[src/rtl/reg_file_pkg.sv]
// Shared definitions for the register file and its write-side buffer.
package reg_file_pkg;

  localparam int DATA_WIDTH = 32;
  localparam int ADDR_WIDTH = 5;
  localparam int NUM_REGS   = 32;

  // R0 is hard-wired to zero, so writes to it are never buffered.
  localparam logic [ADDR_WIDTH-1:0] REG_ZERO = 5'd0;

  typedef struct packed {
    logic [ADDR_WIDTH-1:0] addr;
    logic [DATA_WIDTH-1:0] data;
  } wr_req_t;

endpackage

[src/rtl/reg_wb_lookup.sv]
// Youngest-match bypass search over the pending writes of reg_write_buffer.
// The entry vectors are ordered oldest (index 0) to youngest (index DEPTH-1).
// The output stage is older than every FIFO entry.
module reg_wb_lookup
  import reg_file_pkg::*;
#(
  parameter int DATA_WIDTH = 32,
  parameter int ADDR_WIDTH = 5,
  parameter int DEPTH      = 4
) (
  input  logic [ADDR_WIDTH-1:0]       lookup_addr,
  input  logic [DEPTH-1:0]            ent_vld,
  input  logic [DEPTH*ADDR_WIDTH-1:0] ent_addr,
  input  logic [DEPTH*DATA_WIDTH-1:0] ent_data,
  input  logic                        out_vld,
  input  logic [ADDR_WIDTH-1:0]       out_addr,
  input  logic [DATA_WIDTH-1:0]       out_data,
  output logic                        hit,
  output logic [DATA_WIDTH-1:0]       data
);

  // Scan from oldest to youngest so the last match found is the youngest one.
  always_comb begin
    hit  = 1'b0;
    data = '0;
    if (lookup_addr != ADDR_WIDTH'(REG_ZERO)) begin
      if (out_vld && (out_addr == lookup_addr)) begin
        hit  = 1'b1;
        data = out_data;
      end
      for (int i = 0; i < DEPTH; i++) begin
        if (ent_vld[i] && (ent_addr[i*ADDR_WIDTH +: ADDR_WIDTH] == lookup_addr)) begin
          hit  = 1'b1;
          data = ent_data[i*DATA_WIDTH +: DATA_WIDTH];
        end
      end
    end
  end

endmodule

[src/rtl/reg_write_buffer.sv]
// Write-back buffer in front of the register file: a DEPTH-entry FIFO drains
// one request per cycle into a registered write port. Two lookup ports expose
// pending writes so readers can bypass not-yet-committed data.
module reg_write_buffer
  import reg_file_pkg::*;
#(
  parameter int DATA_WIDTH = 32,
  parameter int ADDR_WIDTH = 5,
  parameter int DEPTH      = 4
) (
  input  logic                    clk,
  input  logic                    reset,
  input  logic                    Wr_Valid_i,
  output logic                    Wr_Ready_o,
  input  logic [ADDR_WIDTH-1:0]   Wr_Addr_i,
  input  logic [DATA_WIDTH-1:0]   Wr_Data_i,
  input  logic                    Stall_i,
  output logic                    Reg_Write_o,
  output logic [ADDR_WIDTH-1:0]   Write_Register_o,
  output logic [DATA_WIDTH-1:0]   Write_Data_o,
  input  logic [ADDR_WIDTH-1:0]   Lookup_Addr_1_i,
  output logic                    Lookup_Hit_1_o,
  output logic [DATA_WIDTH-1:0]   Lookup_Data_1_o,
  input  logic [ADDR_WIDTH-1:0]   Lookup_Addr_2_i,
  output logic                    Lookup_Hit_2_o,
  output logic [DATA_WIDTH-1:0]   Lookup_Data_2_o,
  output logic [$clog2(DEPTH):0]  Count_o
);

  localparam int PTR_W = $clog2(DEPTH);
  localparam int CNT_W = PTR_W + 1;

  logic [ADDR_WIDTH-1:0]       mem_addr [DEPTH];
  logic [DATA_WIDTH-1:0]       mem_data [DEPTH];
  logic [PTR_W-1:0]            wr_ptr;
  logic [PTR_W-1:0]            rd_ptr;
  logic [CNT_W-1:0]            count;
  logic                        push;
  logic                        pop;
  logic [DEPTH-1:0]            ent_vld;
  logic [DEPTH*ADDR_WIDTH-1:0] ent_addr;
  logic [DEPTH*DATA_WIDTH-1:0] ent_data;

  // Full buffer refuses new requests even if it drains this edge (no pass-through).
  assign Wr_Ready_o = (count != CNT_W'(DEPTH));
  assign push       = Wr_Valid_i & Wr_Ready_o & (Wr_Addr_i != ADDR_WIDTH'(REG_ZERO));
  assign pop        = (count != '0) & ~Stall_i;
  assign Count_o    = count;

  // FIFO storage: data-only, contents are meaningless while count excludes them.
  always_ff @(posedge clk) begin
    if (push) begin
      mem_addr[wr_ptr] <= Wr_Addr_i;
      mem_data[wr_ptr] <= Wr_Data_i;
    end
  end

  // Pointers, occupancy and the registered register-file write port.
  always_ff @(posedge clk or negedge reset) begin
    if (!reset) begin
      wr_ptr           <= '0;
      rd_ptr           <= '0;
      count            <= '0;
      Reg_Write_o      <= 1'b0;
      Write_Register_o <= '0;
      Write_Data_o     <= '0;
    end else begin
      if (push) wr_ptr <= wr_ptr + PTR_W'(1);
      if (pop)  rd_ptr <= rd_ptr + PTR_W'(1);
      case ({push, pop})
        2'b10:   count <= count + CNT_W'(1);
        2'b01:   count <= count - CNT_W'(1);
        default: count <= count;
      endcase
      Reg_Write_o <= pop;
      if (pop) begin
        Write_Register_o <= mem_addr[rd_ptr];
        Write_Data_o     <= mem_data[rd_ptr];
      end
    end
  end

  // Present the occupied FIFO slots to the lookups in age order, oldest first.
  always_comb begin
    ent_vld  = '0;
    ent_addr = '0;
    ent_data = '0;
    for (int i = 0; i < DEPTH; i++) begin
      ent_vld[i]                             = (CNT_W'(i) < count);
      ent_addr[i*ADDR_WIDTH +: ADDR_WIDTH]   = mem_addr[rd_ptr + PTR_W'(i)];
      ent_data[i*DATA_WIDTH +: DATA_WIDTH]   = mem_data[rd_ptr + PTR_W'(i)];
    end
  end

  reg_wb_lookup #(
    .DATA_WIDTH (DATA_WIDTH),
    .ADDR_WIDTH (ADDR_WIDTH),
    .DEPTH      (DEPTH)
  ) u_lookup_1 (
    .lookup_addr (Lookup_Addr_1_i),
    .ent_vld     (ent_vld),
    .ent_addr    (ent_addr),
    .ent_data    (ent_data),
    .out_vld     (Reg_Write_o),
    .out_addr    (Write_Register_o),
    .out_data    (Write_Data_o),
    .hit         (Lookup_Hit_1_o),
    .data        (Lookup_Data_1_o)
  );

  reg_wb_lookup #(
    .DATA_WIDTH (DATA_WIDTH),
    .ADDR_WIDTH (ADDR_WIDTH),
    .DEPTH      (DEPTH)
  ) u_lookup_2 (
    .lookup_addr (Lookup_Addr_2_i),
    .ent_vld     (ent_vld),
    .ent_addr    (ent_addr),
    .ent_data    (ent_data),
    .out_vld     (Reg_Write_o),
    .out_addr    (Write_Register_o),
    .out_data    (Write_Data_o),
    .hit         (Lookup_Hit_2_o),
    .data        (Lookup_Data_2_o)
  );

endmodule

[config.mk]
export PLATFORM = sky130hd
export DESIGN_NAME = reg_write_buffer
export DESIGN_NICKNAME = d
export VERILOG_FILES = /design/src/rtl/reg_file_pkg.sv /design/src/rtl/reg_wb_lookup.sv /design/src/rtl/reg_write_buffer.sv
export SDC_FILE = /design/constraint.sdc
export NUM_CORES = 1
export LEC_CHECK = 0
export CAP_MARGIN = 20
export CELL_PAD_IN_SITES_DETAIL_PLACEMENT = 0
export CELL_PAD_IN_SITES_GLOBAL_PLACEMENT = 2
export CORE_MARGIN = 2
export CORE_UTILIZATION = 37
export DETAILED_ROUTE_END_ITERATION = 8
export GPL_TIMING_DRIVEN = 0
export HOLD_SLACK_MARGIN = 0.1
export PLACE_DENSITY = 0.77
export SETUP_SLACK_MARGIN = 0.1
export SKIP_CTS_REPAIR_TIMING = 1
export SYNTH_ARGS = -nofsm -noshare
export SYNTH_HDL_FRONTEND = slang
export SYNTH_SLANG_ARGS = --single-unit
[constraint.sdc]
create_clock -name clk -period 2.66 [get_ports clk]
set_input_delay 0.399 -clock clk [delete_from_list [all_inputs] [get_ports clk]]
set_output_delay 0.399 -clock clk [all_outputs]
set_load 0.05 [all_outputs]
==> results.sh <==
export IMPL_status="complete, but fails checks"
export IMPL_violations="setup timing"
export IMPL_syn_num_nets=1038
export IMPL_ys_warnings_count=0
export IMPL_cp_data_required_time_ns=2.26
export IMPL_yosysSeqAreaShare_pct=40.7
export IMPL_path_class="reg -> out"
export IMPL_rsz0062_at_grt="yes"
export IMPL_drv_cap=0
export IMPL_route_detailed_drc=0
export IMPL_crit_path_start_kind="flip-flop"
export IMPL_setup_violations=66
export IMPL_synth_commonest_cells="148 x edfxtp_1, 142 x mux4_2, 124 x nand2_1"
export IMPL_antenna_left=0
export IMPL_synth_top_area_share_pct=32.5
export IMPL_num_antenna_cells=0
export IMPL_io_buffers=148
export IMPL_clkTransAtPathRegs_ns=0.07
export IMPL_synthCells=978
export IMPL_htree_levels=4
export IMPL_core_mm2=0.0365
export IMPL_ios=159
export IMPL_area_growth_pct=44.9
export IMPL_layout_drive_gt1_share_pct=55.0
export IMPL_nets=1236
export IMPL_start_util_pct=37.5
export IMPL_routabilityCongestion=0.838
export IMPL_pre_cts_ws_ns=-1.73
export IMPL_grt_max_degree=46
export IMPL_path_max_fanout=10
export IMPL_async_flop_share_pct=23.3
export IMPL_power_density_mw_per_mm2=1330
export IMPL_rr_worst_depth=6
export IMPL_fillers=2939
export IMPL_rr_startpoint="Count_o[0]"
export IMPL_hp_class="reg -> reg"
export IMPL_rows=70
export IMPL_drt_wirelength_per_cell_um=32.1
export IMPL_cp_end_kind="primary output"
export IMPL_fmax_mhz=264
export IMPL_grt_ovfl_total=0
export IMPL_synth_edf_count=148
export IMPL_track_usage_pct=25.6
export IMPL_maxSlewHeadroom_pct=44.7
export IMPL_hold_viol_final=0
export IMPL_yosys_area_top_type="edfxtp_1"
export IMPL_ctsLongestPathBuffers=2
export IMPL_skew_ns=0.0157
export IMPL_reg2reg_to="mem_data[2][25]"
export IMPL_clkLatencyLatePin_ns=0.48
export IMPL_num_vias=10900
export IMPL_wl_mm=53.2
export IMPL_synthFlopType="edfxtp_1"
export IMPL_yosys_top_cells_area="edfxtp_1 32%, mux4_2 23%, dfrtp_1 8.2%, a221oi_2 5.5%, a32oi_1 4.1%"
export IMPL_syn_avg_cell_area_um2=14.0
export IMPL_finalWorstSetupSlack_ns=-1.13
export IMPL_vias_per_cell=6.58
export IMPL_grt_pass1_wl_mm=71.7
export IMPL_die_h_um=196
export IMPL_grt_pass1_vias=10700
export IMPL_hold_ws_ns=0.555
export IMPL_drv_slew=0
export IMPL_dieArea_mm2=0.0385
export IMPL_initialDrtViolationCount=1004
export IMPL_peakVddDrop_v=0.000709
export IMPL_crit_path_end="Lookup_Data_2_o[0]"
export IMPL_fin_crit_sh_pct=142
export IMPL_synth_seq_cells=193
export IMPL_antenna_found_initial=0
export IMPL_cts_sinks=193
export IMPL_netlist_area_mm2=0.0137
export IMPL_crit_start="rd_ptr[0]"
export IMPL_cellLeakagePower_nw=6.62
export IMPL_yosysUniqueCellTypes=52
export IMPL_first_pass_iters=5
export IMPL_r2r_setup_slack_ns=0.25
export IMPL_arrival_ns=3.39
export IMPL_cts_root_buf="clkbuf_16"
export IMPL_min_period_ns=3.79
export IMPL_tightest_slew_ns=0.830
export IMPL_yosysMostFrequentCell="edfxtp_1"
export IMPL_hpwl_mm=32.5
export IMPL_die_w_um=196
export IMPL_numCtsBuffers=17
export IMPL_cts_tree="built"
==> worst max-delay path, stage by stage (launching register included) <==
cell      delay [ns]
dfrtp_2         0.46
buf_12          0.16
mux4_2          0.59
xnor2_4         0.22
buf_4           0.19
clkbuf_1        0.59
nor4b_4         0.38
o31ai_4         0.11
buf_4           0.21
==> cells by family after synthesis <==
kind of cell | Yosys count | synth area share [%]
adder cells (fa/ha/maj) | 9 | 0.823
multiplexers | 159 | 25.2
AND/OR/NAND/NOR | 233 | 8.82
flip-flops | 193 | 40.7
XOR/XNOR | 55 | 3.74
AO/OA/AOI/OAI | 207 | 15.9
buffers and inverters | 122 | 4.80
==> state kept, by name, summed over array words and instances, names as in the netlist <==
name              flops
Write_Data_o         32
Reg_Write_o           1
mem_data            128
wr_ptr                2
Count_o               3
mem_addr             20
Write_Register_o      5
rd_ptr                2
==> worst min path at each step <==
stage          cells past startpoint  slack, ns                   to            start
3_3_place_gp                       2       0.54      Write_Data_o[7]  Write_Data_o[7]
6_report                           1       0.56           Count_o[0]       Count_o[0]
3_5_place_dp                       1       0.54  Write_Register_o[1]            reset
2_1_floorplan                      0       0.10           Count_o[0]            reset
4_1_cts                            1       0.05  Write_Register_o[0]            reset
5_1_grt                            1       0.57       mem_data[1][4]     Wr_Data_i[4]
==> where the power goes <==
| part | internal, mW | total, mW | leakage [nW] | switching, mW |
|---|---|---|---|---|
| combinational | 7.49 | 18.7 | 4.45 | 11.2 |
| sequential | 4.09 | 5.13 | 1.90 | 1.04 |
| clock | 1.33 | 2.59 | 0.275 | 1.26 |
==> cells in the final DEF (no fill, tap or decap), drive strengths merged, types with 2 or more instances in the layout <==
master	netlist	final
buf	61	153
edfxtp	148	148
mux4	147	147
nand2	124	124
clkdlybuf4s50	0	80
clkbuf	54	73
o31ai	64	64
a32oi	64	64
a221oi	64	64
dfrtp	45	45
nor3	37	37
nor4b	33	33
xnor2	32	32
xor2	23	23
nor2	12	12
inv	7	11
ha	9	9
and2	5	9
mux2i	9	9
clkinv	0	6
nand3	4	4
nor4	4	4
nand4	4	4
o21ai	4	4
clkinvlp	0	3
o21ba	3	3
mux2	3	3
a21oi	3	3
o21bai	2	2
or3	2	2
or4	2	2
==> stage by stage <==
| step | total power, mW | utilization (%) | std cells | instance area (um^2) | setup TNS (ns) |
|---|---|---|---|---|---|
| 3_3_place_gp | 20.6 | 45.5 | 1594 | 16600 | -166.97 |
| 5_1_grt | 27.4 | 54.3 | 1657 | 19800 | -74.15 |
| 4_1_cts | 23.2 | 47.1 | 1626 | 17200 | -141.12 |
| 2_1_floorplan | 16.0 | - | 978 | 14500 | -21.80 |
| 3_5_place_dp | 20.6 | 45.5 | 1594 | 16600 | -136.69 |
| 6_report | 26.4 | 54.3 | 1657 | 19800 | -68.66 |
==> layout make-up <==
class	count	area, um^2	share of cell area (%)
buffer	114	1060	5.36
clock inverter	14	131	0.662
inverter	7	26.3	0.132
tap	468	586	2.95
multi-input combinational	667	10100	51.2
clock buffer	18	439	2.21
sequential	193	5570	28.1
timing repair buffer	176	1870	9.42
==> per-layer routing <==
layer / routed length (um) / GRT usage (%) / share of wire (%)
met3: 4290 / 5.78 / 8.1
met4: 1310 / 7.80 / 2.5
met2: 25500 / 40.2 / 48
met5: 0 / 0 / 0
met1: 22100 / 35.6 / 42
No activity file was read; power rests on OpenSTA's default activity.
